$ cat src/rtl/pc_sequencer.sv
// pc_sequencer
//   Multi-cycle program-counter sequencer. Owns the architectural PC, issues
//   instruction-memory fetches, holds the fetched instruction for the
//   datapath, and computes the next PC (sequential or PC-relative branch)
//   once the datapath reports the instruction complete.
//
// Handshakes:
//   imem_req is high for every FETCH cycle; the sequencer stays in FETCH
//   until imem_ack is seen high on a rising edge, at which point imem_rdata
//   is captured. instr_valid is high for every EXEC cycle; the sequencer
//   stays in EXEC until exec_done is seen high on a rising edge, at which
//   point branch/imm16/halt are sampled. Strobes seen in any other state
//   are ignored.
//
// Ports:
//   clk, rst_n          clock, asynchronous active-low reset
//   imem_req/imem_addr  fetch request and address (address always equals pc)
//   imem_ack/imem_rdata fetch completion and returned instruction word
//   instr/instr_valid   latched instruction, valid while in EXEC
//   exec_done, branch,  datapath completion and next-PC controls
//   imm16, halt
//   pc, retired         current PC and retired-instruction count
//   halted, fault       halted state flag, sticky misaligned-branch flag
//   dbg_state           current FSM state encoding

module pc_sequencer #(
    parameter logic [31:0] RESET_PC = 32'h0040_0000
) (
    input  logic        clk,
    input  logic        rst_n,
    output logic        imem_req,
    output logic [31:0] imem_addr,
    input  logic        imem_ack,
    input  logic [31:0] imem_rdata,
    output logic [31:0] instr,
    output logic        instr_valid,
    input  logic        exec_done,
    input  logic        branch,
    input  logic [15:0] imm16,
    input  logic        halt,
    output logic [31:0] pc,
    output logic [31:0] retired,
    output logic        halted,
    output logic        fault,
    output logic [1:0]  dbg_state
);

    typedef enum logic [1:0] {
        S_IDLE   = 2'd0,
        S_FETCH  = 2'd1,
        S_EXEC   = 2'd2,
        S_HALTED = 2'd3
    } state_t;

    state_t      r_state;
    logic [31:0] r_pc;
    logic [31:0] r_instr;
    logic [31:0] r_retired;
    logic        r_fault;

    logic [31:0] w_seq;
    logic [31:0] w_tgt;
    logic [31:0] w_next;

    // Branch offset is a byte offset relative to pc+4, not shifted.
    assign w_seq  = r_pc + 32'd4;
    assign w_tgt  = w_seq + {{16{imm16[15]}}, imm16};
    assign w_next = branch ? w_tgt : w_seq;

    always_ff @(posedge clk or negedge rst_n) begin
        if (!rst_n) begin
            r_state   <= S_IDLE;
            r_pc      <= RESET_PC;
            r_instr   <= 32'd0;
            r_retired <= 32'd0;
            r_fault   <= 1'b0;
        end else begin
            case (r_state)
                S_IDLE: begin
                    r_state <= S_FETCH;
                end
                S_FETCH: begin
                    if (imem_ack) begin
                        r_instr <= imem_rdata;
                        r_state <= S_EXEC;
                    end
                end
                S_EXEC: begin
                    if (exec_done) begin
                        if (halt) begin
                            // Halt wins over a misaligned target.
                            r_retired <= r_retired + 32'd1;
                            r_state   <= S_HALTED;
                        end else if (w_next[1:0] != 2'b00) begin
                            // Faulting instruction does not retire.
                            r_fault <= 1'b1;
                            r_state <= S_HALTED;
                        end else begin
                            r_pc      <= w_next;
                            r_retired <= r_retired + 32'd1;
                            r_state   <= S_FETCH;
                        end
                    end
                end
                S_HALTED: begin
                    r_state <= S_HALTED;
                end
                default: begin
                    r_state <= S_IDLE;
                end
            endcase
        end
    end

    // Outputs decode registered state only; the async reset forces the
    // strobes low the moment rst_n falls.
    assign imem_req    = (r_state == S_FETCH);
    assign instr_valid = (r_state == S_EXEC);
    assign halted      = (r_state == S_HALTED);
    assign imem_addr   = r_pc;
    assign pc          = r_pc;
    assign instr       = r_instr;
    assign retired     = r_retired;
    assign fault       = r_fault;
    assign dbg_state   = r_state;

endmodule

$ cat config.mk
export PLATFORM = sky130hd
export DESIGN_NAME = pc_sequencer
export DESIGN_NICKNAME = d
export VERILOG_FILES = /design/src/rtl/pc_sequencer.sv
export SDC_FILE = /design/constraint.sdc
export NUM_CORES = 1
export LEC_CHECK = 0
export CAP_MARGIN = 20
export CORE_MARGIN = 5
export CORE_UTILIZATION = 60
export DETAILED_ROUTE_END_ITERATION = 16
export DONT_BUFFER_PORTS = 1
export GPL_TIMING_DRIVEN = 0
export PLACE_DENSITY_LB_ADDON = 0.15
export SKIP_CTS_REPAIR_TIMING = 1
export SYNTH_ARGS = -nofsm -noshare
export SYNTH_HDL_FRONTEND = slang
export SYNTH_SLANG_ARGS = --single-unit
export TNS_END_PERCENT = 1
$ cat constraint.sdc
create_clock -name clk -period 10.1 [get_ports clk]
set_input_delay 1.01 -clock clk [delete_from_list [all_inputs] [get_ports clk]]
set_output_delay 1.01 -clock clk [all_outputs]
set_load 0.02 [all_outputs]
==> results summary, run 1 <==
The pin count of the biggest net entering global routing came out at 100. Setup repair after global routing left no endpoint under its margin. The first global-routing pass estimated 30100 um of wire. Using the TritonRoute via totals, the vias-per-cell ratio works out to 6.25. In this run the standard cell core region covers 11900 um^2. The data arrival time at the worst-slack endpoint came out at 4.68 ns. The post-route clock period utilization is 43.9%.

The setup path with the least slack is of type reg -> reg. The via count of the first global-routing pass is 5861. In this run the worst hold path is classified as in -> async. Counting the buffers created by CTS gives 9. The net count of the finished layout is 886. The run finished with clean final reports. The met1 track demand over resource came out at 32.4%.

In the synthesized netlist the async set-or-reset flop fraction comes to 100%. In this run, synthesis inferred 0 flip-flops with an integrated enable. The critical path required time is 10.35 ns. The placed instances occupy a cell area of 7380 um^2. The die covers 14300 um^2.

STA classifies the critical path startpoint as a register. The growth of design area from synthesis to finish came out at 6.95%. The max-cap check violation count came out at 0. IR analysis of the VDD net gives a maximum drop of 85.8 uV. Buffers placed on the I/O ports in this run total 0.

The sum of internal, switching and leakage power is 0.921 mW. The sum of negative setup slack came out at 0 ns. The first TritonRoute pass finished after 5 iterations. The met3 capacity usage during global routing came out at 5.66%. The area of all sequential standard cells came out at 2480 um^2. The filler cell count in the final layout is 987.

The share of layout cells above drive strength 1 is 17.6%. The relative slew slack is 54.6%. The most common cell in the synthesized netlist is dfrtp_1.

The DRC violation count after routing came out at 0. The final weighted congestion of routability-driven global placement came out at 0.927. From bottom edge to top edge, the die measures 120 um. Synthesis handed over a netlist of 779 instances. The sequential fraction of the synthesis area is 34.4%.

In this run the worst path has a maximum fanout of 9. TritonCTS built the clock tree. The number of setup violations in the final report came out at 0. After Yosys synthesis, XOR and XNOR cells account for 9.61% of the synthesized area. The count of endpoints failing hold in the final timing report is 0.

The routed via count is 5892. The placement row count is 40. The share of the synthesized area in compound gates (AO/OA/AOI/OAI) is 15.9%. The post-synthesis adder-cell area fraction is 7.40%. The average instance in the mapped netlist occupies 9.24 um^2.

The initial antenna violation count came to 0. The average wire length per cell after detail routing came out at 20.0 um. At the later pin of the worst-skew pair, clock insertion delay measures 0.35 ns. The number of max-slew violations in the final report came to 0. The combined area of all synthesized cells came out at 7200 um^2. The ratio of total power to cell area is 120 nW/um^2. The detailed-placement wirelength estimate came out at 14500 um. The final antenna-violating net count came out at 0.

The unique cell type count in the Yosys netlist came out at 80. The met2 global-route usage came out at 44.6%. STA classifies the critical path endpoint as a register. The achievable frequency came out at 225 MHz. Sorting the synthesized cells by area gives the leading types as dfrtp_1 34%, ha_1 7.1%, xnor2_1 6.2%. The smallest clock period supported by the final layout is computed as 4.44 ns. The number of violations reported at the end of detailed-routing iteration 0 is 373. The repair_antennas step left the layout with diodes totalling 0. The slew at the pin closest to its max-slew limit is 0.681 ns. The area of the multi-input gates is 4220 um^2.

The number of placed I/O pins is 188. Summed over all layers, the routed wires come to 18800 um. The overall routing resource usage is 25.9%. The clock-pin slew on the worst setup and hold paths came out at 0.08 ns.

The initial core utilization is 60.5%. The static power due to leakage came out at 3.49 nW. The layer flagged by global routing as most heavily used is met2. The portion of netlist area occupied by mux cells came out at 6.93%.

The library cell used as clock root buffer is clkbuf_16. The register bit total from synthesis came out at 99. The worst clock skew is 0.0108 ns. Among all flip-flop cells after synthesis, the most frequent one is dfrtp_1. The synthesized netlist net count came out at 875.

By count the netlist is led by 98 x dfrtp_1, 71 x nand2_1, 64 x a21oi_1. For this run, the number of Yosys warnings is 0. The area of all placed cells without fillers is 7700 um^2. The die span in x came out at 120 um. The aggregate global routing overflow is 0. No sink is reached through more buffers than the 2 on the longest clock path. The area share of the largest cell type after synthesis came out at 34.1%.

By area, the combinational part of the netlist is dominated by simple AND/OR/NAND/NOR gates. dfrtp_1 takes more of the synthesized area than any other cell. Summing the areas of all and, or, nand and nor instances in the mapped netlist gives 18.7% of the synthesized area.

The H-tree generated during clock tree synthesis spans 3 levels. The tree built by TritonCTS fans out to 99 sinks.
## metal layers
metal  vias up  wire (um)
met3        22       1440
li1       2788          -
met4         0        350
met1      2860       7650
met2       222       9400
met5         -          0
## final cells by class
cell class,instances,share of cell area (%)
Inverter,18,0.877
Tap cell,147,2.39
Sequential cell,99,32.2
Multi-Input combinational cell,597,54.8
Clock buffer,9,2.92
Clock inverter,7,1.19
Buffer,65,5.69
## critical path, cell delays in order, from the launching register on
cell	delay [ns]
dfrtp_1	0.62
and3_1	0.25
buf_6	0.13
nand3_1	0.16
nor2_1	0.45
nand4_1	0.18
xnor2_1	0.31
ha_1	0.29
buf_2	0.17
a21oi_1	0.19
o21ai_0	0.15
a211o_1	0.29
o211ai_1	0.17
o2111ai_1	0.32
or4_1	0.56
o311ai_1	0.10
## sequential cells by signal, summed over array words and instances (netlist names)
name and count:
dbg_state 2, fault 1, imem_addr 32, instr 32
retired 32
## cell usage in the layout, fill, tap and decap left out, types with 11 or more instances in the layout
cell type,n
buf_4,33
and3_1,14
mux2_2,38
o21ai_0,28
a21o_1,13
inv_1,18
nand3_1,32
nand4_1,19
ha_1,41
nand2_1,71
dfrtp_1,98
clkbuf_1,11
o22ai_1,12
nor3_1,20
xnor2_1,51
a21oi_1,64
xor2_1,28
buf_2,13
nor2_1,46
## stage by stage
step | std cells | setup WS, ns | utilization [%] | hold WS (ns)
after floorplan | 779 | 6.59 | - | 0.582
after global placement | 926 | 5.83 | 62.0 | 0.608
after detailed placement | 926 | 5.80 | 62.0 | 0.619
after CTS | 942 | 5.75 | 64.7 | 0.341
after global routing | 942 | 5.37 | 64.7 | 0.337
final | 942 | 5.66 | 64.7 | 0.352
## final timing paths
kind / from / endpoint / slack (ns) / cells past startpoint
min in group clk: retired[31]$_DFFE_PN0P_ / retired[31]$_DFFE_PN0P_ / 0.62 / 1
max reg2reg: imem_addr[4]$_DFFE_PN0P_ / imem_addr[31]$_DFFE_PN0P_ / 5.66 / 15
min: rst_n / imem_addr[14]$_DFFE_PN0P_ / 0.35 / 0
min reg2reg: retired[31]$_DFFE_PN0P_ / retired[31]$_DFFE_PN0P_ / 0.62 / 1
max in group asynchronous: rst_n / imem_addr[22]$_DFFE_PN1P_ / 9.53 / 0
max: imem_addr[4]$_DFFE_PN0P_ / imem_addr[31]$_DFFE_PN0P_ / 5.66 / 15
## power by group
group	internal, mW	switching, mW	total, mW
logic	0.0451	0.0515	0.0965
clock network	0.180	0.174	0.354
registers	0.420	0.0505	0.470
## cell families (layout without fill, tap and decap cells)
| logic type | count (synthesis) | count (layout) |
|---|---|---|
| AND/OR/NAND/NOR | 253 | 253 |
| flip-flops | 99 | 99 |
| XOR/XNOR | 79 | 79 |
| AO/OA/AOI/OAI | 178 | 178 |
| multiplexers | 45 | 45 |
| buffers and inverters | 83 | 99 |
| adder cells (fa/ha/maj) | 42 | 42 |
No activity file was read; power rests on OpenSTA's default activity.
==> inputs of run 2 (changes only) <==
==> constraint.sdc (replaced) <==
create_clock -name clk -period 4.32 [get_ports clk]
set_input_delay 0.432 -clock clk [delete_from_list [all_inputs] [get_ports clk]]
set_output_delay 0.432 -clock clk [all_outputs]
set_load 0.02 [all_outputs]
==> run 2 against run 1 <==
  * Clock-buffer cell count unchanged
  * Clock skew is essentially flat
  * Sequential cell count is the same
  * Largest cell class unchanged
  * Largest power group unchanged
==> results summary, run 2 (synthesis gave the netlist of run 1 again) <==
The flow ran to the end, and the final reports show no timing, DRC or antenna violations. The count of input and output buffers is 0. In the final design database the tool counted 887 nets. The total CTS buffers is 9. The static power due to leakage is 3.50 nW. The start point of the critical path is imem_addr[3]$_DFFE_PN0P_. The delay contributed by the slowest stage of the critical path is 0.57 ns. Walking the worst path, the cells encountered are ha_1 > and3_2 > and2_1 > nand2_1 > xnor2_1 > ha_1 > buf_2 > a21oi_1 > o21ai_0 > a211o_1 > o211ai_1 > o2111ai_2 > or4_1 > o311ai_1. The final weighted congestion of routability-driven global placement came out at 0.927. At the worst endpoint, the arrival time is 4.30 ns. The number of antenna diodes in the final layout is 0. The peak supply drop is 201 uV. The worst register-to-register path begins at imem_addr[3]$_DFFE_PN0P_. The via count of the first global-routing pass came out at 5861. The number of iterations in the first detailed-routing pass came out at 5. The critical path required time is 4.56 ns.

The non-filler instance count after layout is 943. The slew at the pin closest to its max-slew limit is 0.673 ns. The ratio of total power to cell area came out at 280 nW/um^2. The initial core utilization is 60.5%. The relative slew slack is 55.1%. The initial antenna violation count is 0. The total area inside the core boundary comes to 11900 um^2. The clock-pin slew on the worst setup and hold paths came out at 0.07 ns.

The number of placed I/O pins is 188. The detail-routed via count per cell is 6.30. The sum of negative setup slack came out at 0 ns. Setup repair after global routing left no endpoint under its margin.

The peak fanout along the critical path is 8. The final antenna-violating net count came out at 0. The minimum setup slack after placement came out at 0.0156 ns. The TritonCTS clock tree is done. Leaving out fill and tap cells, the most frequent cell in the layout is dfrtp_1. The endpoint type of the worst setup path is a register. The count of endpoints failing hold in the final timing report came out at 0. The worst-skew pair later-pin latency came out at 0.35 ns. The switching portion of total power came out at 30.5%. Entering global routing, the biggest net connects 100 pins. The achievable frequency came out at 247 MHz. The layout has 983 filler cells. The worst setup path is launched from a register. The aggregate global routing overflow came out at 0. Sequential cells burn 50.6% of the power. The critical path is of the reg -> reg type. The worst clock skew is 0.0104 ns.

The first global-routing pass estimated 30100 um of wire. The number of placed instances, taps included, is 926. The power dissipated by switching net loads came out at 0.662 mW. Setup violations remaining at the end of the flow were counted as 0. The first routing iteration left 435 violations. The die span in x is 120 um. Of the total power, combinational logic draws 11.3%. In the final layout, the share of cells above drive strength 1 is 18.6%. The root buffer cell chosen for the clock tree is clkbuf_16. The total die area came out at 14300 um^2.

The routed via count came out at 5940. The placement row count came out at 40. The die outline height is 120 um. The clock network power share came out at 38.0%. The minimum clock period is 4.05 ns. Once routing completed, OpenROAD measured the worst setup slack at 0.267 ns. The overall routing resource usage came out at 25.9%. The average wire length per cell after detail routing is 20.1 um.

The number of max-slew violations in the final report is 0. The internal power of the cells came out at 1.51 mW. The post-route clock period utilization came out at 93.8%. The slowest stage of the critical path is the dfrtp_1 cell. The path class of the tightest hold or removal check is in -> async. For this run, design rule violations remaining after detail routing come to 0. In this run the number of H-tree levels came out at 3. The overall routed net length is 18900 um.

The HPWL after detailed placement is 14500 um. The flop-to-flop setup slack came out at 0.27 ns. The length in cells of the worst reg-to-reg path came out at 14.

In this run the critical register-to-register path is captured at imem_addr[31]$_DFFE_PN0P_. The max-cap check violation count is 0. The growth of design area from synthesis to finish came out at 7.65%.

The capture point of the worst path is imem_addr[31]$_DFFE_PN0P_. The dominant cell type by count on the critical path is ha_1. The clock drives 99 sinks.

The largest buffer count on any clock path is 2. Hold is met by 0.0147 ns. Leaving out fill and tap cells, the most frequent cells in the layout are 94 x dfrtp_1, 71 x nand2_1, 64 x a21oi_1.
## run 2: changes by cell type in the layout (fill, tap and decap cells not counted), sizes merged
| cell | before | now |
|---|---|---|
| buf | 50 | 51 |
## run 2: through the flow
step           util (%)  area, um^2  total power, mW
3_3_place_gp       62.0        7380             1.33
4_1_cts            64.7        7700             2.16
3_5_place_dp       62.0        7380             1.34
5_1_grt            65.1        7750             2.26
2_1_floorplan         -        7200             1.28
6_report           65.1        7750             2.17
## run 2: power by group through the flow
stage,logic (mW),registers (mW),clock network (mW)
finish,0.246,1.10,0.826
CTS,0.224,1.10,0.839
detailed placement,0.223,1.12,0
global route,0.276,1.11,0.877
floorplan,0.183,1.10,0
global placement,0.214,1.12,0
## run 2: critical path, delay by kind of cell (launching register included)
| family | cells | cell delay [ns] |
|---|---|---|
| AND/OR/NAND/NOR | 4 | 1.12 |
| flip-flops | 1 | 0.57 |
| buffers and inverters | 1 | 0.17 |
| AO/OA/AOI/OAI | 6 | 1.09 |
| XOR/XNOR | 1 | 0.34 |
| adder cells (fa/ha/maj) | 2 | 0.67 |
## run 2: cell type report
class                           instances  area (um^2)  share of cell area (%)
Buffer                                 65          438                    5.65
Inverter                               18         67.6                   0.872
Multi-Input combinational cell        597         4230                    54.6
Sequential cell                        99         2480                    32.0
Clock inverter                          7         91.3                    1.18
Tap cell                              147          184                    2.37
Timing Repair Buffer                    1         27.5                   0.355
Clock buffer                            9          225                    2.91
## run 2: how the worst min path moves through the flow
stage	start	slack, ns	cells past startpoint	end
6_report	rst_n	0.01	1	imem_addr[3]$_DFFE_PN0P_
5_1_grt	rst_n	0.05	1	retired[17]$_DFFE_PN0P_
4_1_cts	rst_n	-0.24	0	imem_addr[21]$_DFFE_PN0P_
3_5_place_dp	rst_n	0.14	0	retired[16]$_DFFE_PN0P_
3_3_place_gp	rst_n	0.14	0	retired[16]$_DFFE_PN0P_
2_1_floorplan	rst_n	0.14	0	dbg_state[0]$_DFFE_PN0P_
## run 2: metal layers
metal / vias to the layer above / part of all wire [%] / global-route usage [%]
met5: - / 0 / 0
met2: 219 / 50 / 44.6
met3: 24 / 6.8 / 5.66
met1: 2909 / 41 / 32.4
li1: 2788 / - / -
met4: 0 / 1.9 / 8.16
==> inputs of run 3 (changes only) <==
--- a/config.mk
+++ b/config.mk
@@ -12,6 +12,7 @@
 export DONT_BUFFER_PORTS = 1
 export GPL_TIMING_DRIVEN = 0
 export PLACE_DENSITY_LB_ADDON = 0.15
+export SETUP_SLACK_MARGIN = 0.3
 export SKIP_CTS_REPAIR_TIMING = 1
 export SYNTH_ARGS = -nofsm -noshare
 export SYNTH_HDL_FRONTEND = slang
==> run 3 against run 2 <==
  * Routed wire length up 1.3%
  * Clock power about the same
  * Critical path depth up 1
  * Non-clock buffer count up 9
  * Clock-buffer cell count unchanged
  * Register-to-register slack better by 0.20 ns
  * Cell count up 0.95%
  * Sequential share of layout area down 0.48 points
==> results summary, run 3 (synthesis gave the netlist of run 1 again) <==
The run finished with clean final reports. The count of buffering cells on the critical path with inverters included came out at 2. The count of endpoints failing hold in the final timing report came to 0. Input and output buffers added on the ports amount to 0.

The filler cell count in the final layout is 973. The worst setup path is of the reg -> reg kind. Summed over all layers, the routed wires come to 19200 um.

The library cell used most frequently in the layout, excluding fill and tap cells, is dfrtp_1. The detailed-placement wirelength estimate came out at 14500 um. The peak fanout along the critical path is 8.

The number of setup violations in the final report came out at 0. TritonCTS created 9 clock buffers. The number of max-slew violations in the final report is 0. The smallest hold slack came out at 0.0157 ns. The max-cap check violation count is 0.

The pin count of the biggest net entering global routing is 100. The overall routing resource usage is 25.9%. The peak supply drop came out at 201 uV. The initial antenna violation count is 0.

The placement row count came out at 40. The final antenna-violating net count came out at 0. The final standard cell utilization of the core is 66.3%. The delay contributed by the slowest stage of the critical path came out at 0.53 ns. The core box area is 11900 um^2. The worst-skew pair later-pin latency came out at 0.35 ns. The first-pass GRT wire length is 30100 um.

The area of all sequential standard cells is 2490 um^2. 188 I/O pins were placed. The sink count of the clock tree is 99. The number of violations reported at the end of detailed-routing iteration 0 is 407.

Broken down by cell family, the worst path's largest delay share belongs to simple AND/OR/NAND/NOR gates. The area of the multi-input gates came out at 4300 um^2. The via count of the first global-routing pass is 5861. The sum of negative setup slack came out at 0 ns. On the critical path, the stage with the largest delay is an instance of or4_1. The number of nets in the layout came out at 896. The growth of design area from synthesis to finish came out at 9.66%. The endpoint type of the worst setup path is a register. The root buffer cell chosen for the clock tree is clkbuf_16. The repair_antennas step left the layout with diodes totalling 0. The final weighted congestion of routability-driven global placement is 0.927. The achievable frequency is 259 MHz. For the worst setup path, the data arrival time is 4.10 ns.

The type of origin of the critical path is a register. The DRC violation count after routing came out at 0. The highest signal layer in the routed design is met4. STA puts the critical path data required time at 4.57 ns. The total die area came out at 14300 um^2. The minimum clock period is 3.86 ns. The H-tree was split into 3 levels. The detail-routed via count per cell is 6.34.

The average wire length per cell after detail routing came out at 20.2 um. The class of the worst hold path is in -> async. The TritonCTS clock tree is done. The ratio of total power to cell area is 276 nW/um^2. The library cells used most frequently in the layout, excluding fill and tap cells, are 87 x dfrtp_1, 71 x nand2_1, 64 x a21oi_1. The worst clock skew came out at 0.0106 ns. The aggregate global routing overflow is 0. Setup repair after global routing left no endpoint under its margin. In the final routing, the length of wire on met1 measures 7710 um. The signal on the critical path passes through and3_1 > buf_6 > nand3_2 > nor2_4 > nand4_1 > xnor2_2 > ha_1 > buf_2 > a21oi_1 > o21ai_0 > a211o_1 > o211ai_1 > o2111ai_2 > or4_1 > o311ai_1. The flop-to-flop setup slack is 0.46 ns.

The routed design uses 9720 um of met2 wire. The largest buffer count on any clock path came out at 2. The first detailed-routing pass ran for 5 iterations. Of the cells placed in the final design, the portion with a size suffix greater than 1 is 21.7%.

The die outline height is 120 um. The routed layout has 6039 vias. The sum of met3 wire segment lengths after detailed routing is 1480 um.

The die span in x is 120 um. The static power due to leakage came out at 3.60 nW. Clock-pin slew was measured on the worst setup and hold paths at 0.08 ns. The slew at the pin closest to its max-slew limit is 0.665 ns. The post-route clock period utilization is 89.3%. The initial core utilization is 60.5%.

The sum of internal, switching and leakage power came out at 2.18 mW. In this run the tightest slew margin relative to its limit is 55.7%.
run 3: layout make-up:
cell class / instances / share of cell area, %
repair buffers: 10 / 1.27
inverters: 18 / 0.856
clock buffers: 9 / 2.85
plain buffers: 65 / 5.58
clock inverters: 7 / 1.16
flip-flops and latches: 99 / 31.6
well taps: 147 / 2.33
multi-input cells: 597 / 54.4
run 3: metrics by stage:
stage	cells	instance area, um^2	worst slack, ns
after global routing	952	7900	0.238
after CTS	942	7700	-0.0331
final	952	7900	0.464
after global placement	926	7380	0.0481
after detailed placement	926	7380	0.0156
after floorplan	779	7200	0.810
run 3: report_power, final:
group	internal, mW	total [mW]	switching (mW)
logic	0.110	0.249	0.139
clock network	0.420	0.827	0.407
registers	0.982	1.10	0.118
total	1.51	2.18	0.664
run 3: per-layer routing:
metal | global-route usage [%] | vias to the layer above
li1 | - | 2813
met1 | 32.4 | 2943
met2 | 44.6 | 264
met3 | 5.66 | 19
met4 | 8.16 | 0
met5 | 0 | -
run 3: path summary, 6_finish.rpt:
kind                                          start                        end  cells after the start
hold / removal                                rst_n  imem_addr[14]$_DFFE_PN0P_                      1
setup / recovery           imem_addr[5]$_DFFE_PN0P_  imem_addr[31]$_DFFE_PN0P_                     15
setup reg to reg           imem_addr[5]$_DFFE_PN0P_  imem_addr[31]$_DFFE_PN0P_                     15
min in group clk                           imem_ack   dbg_state[1]$_DFFE_PN0P_                      2
max in group asynchronous                     rst_n       instr[6]$_DFFE_PN0P_                      1
hold reg to reg             retired[31]$_DFFE_PN0P_    retired[31]$_DFFE_PN0P_                      1
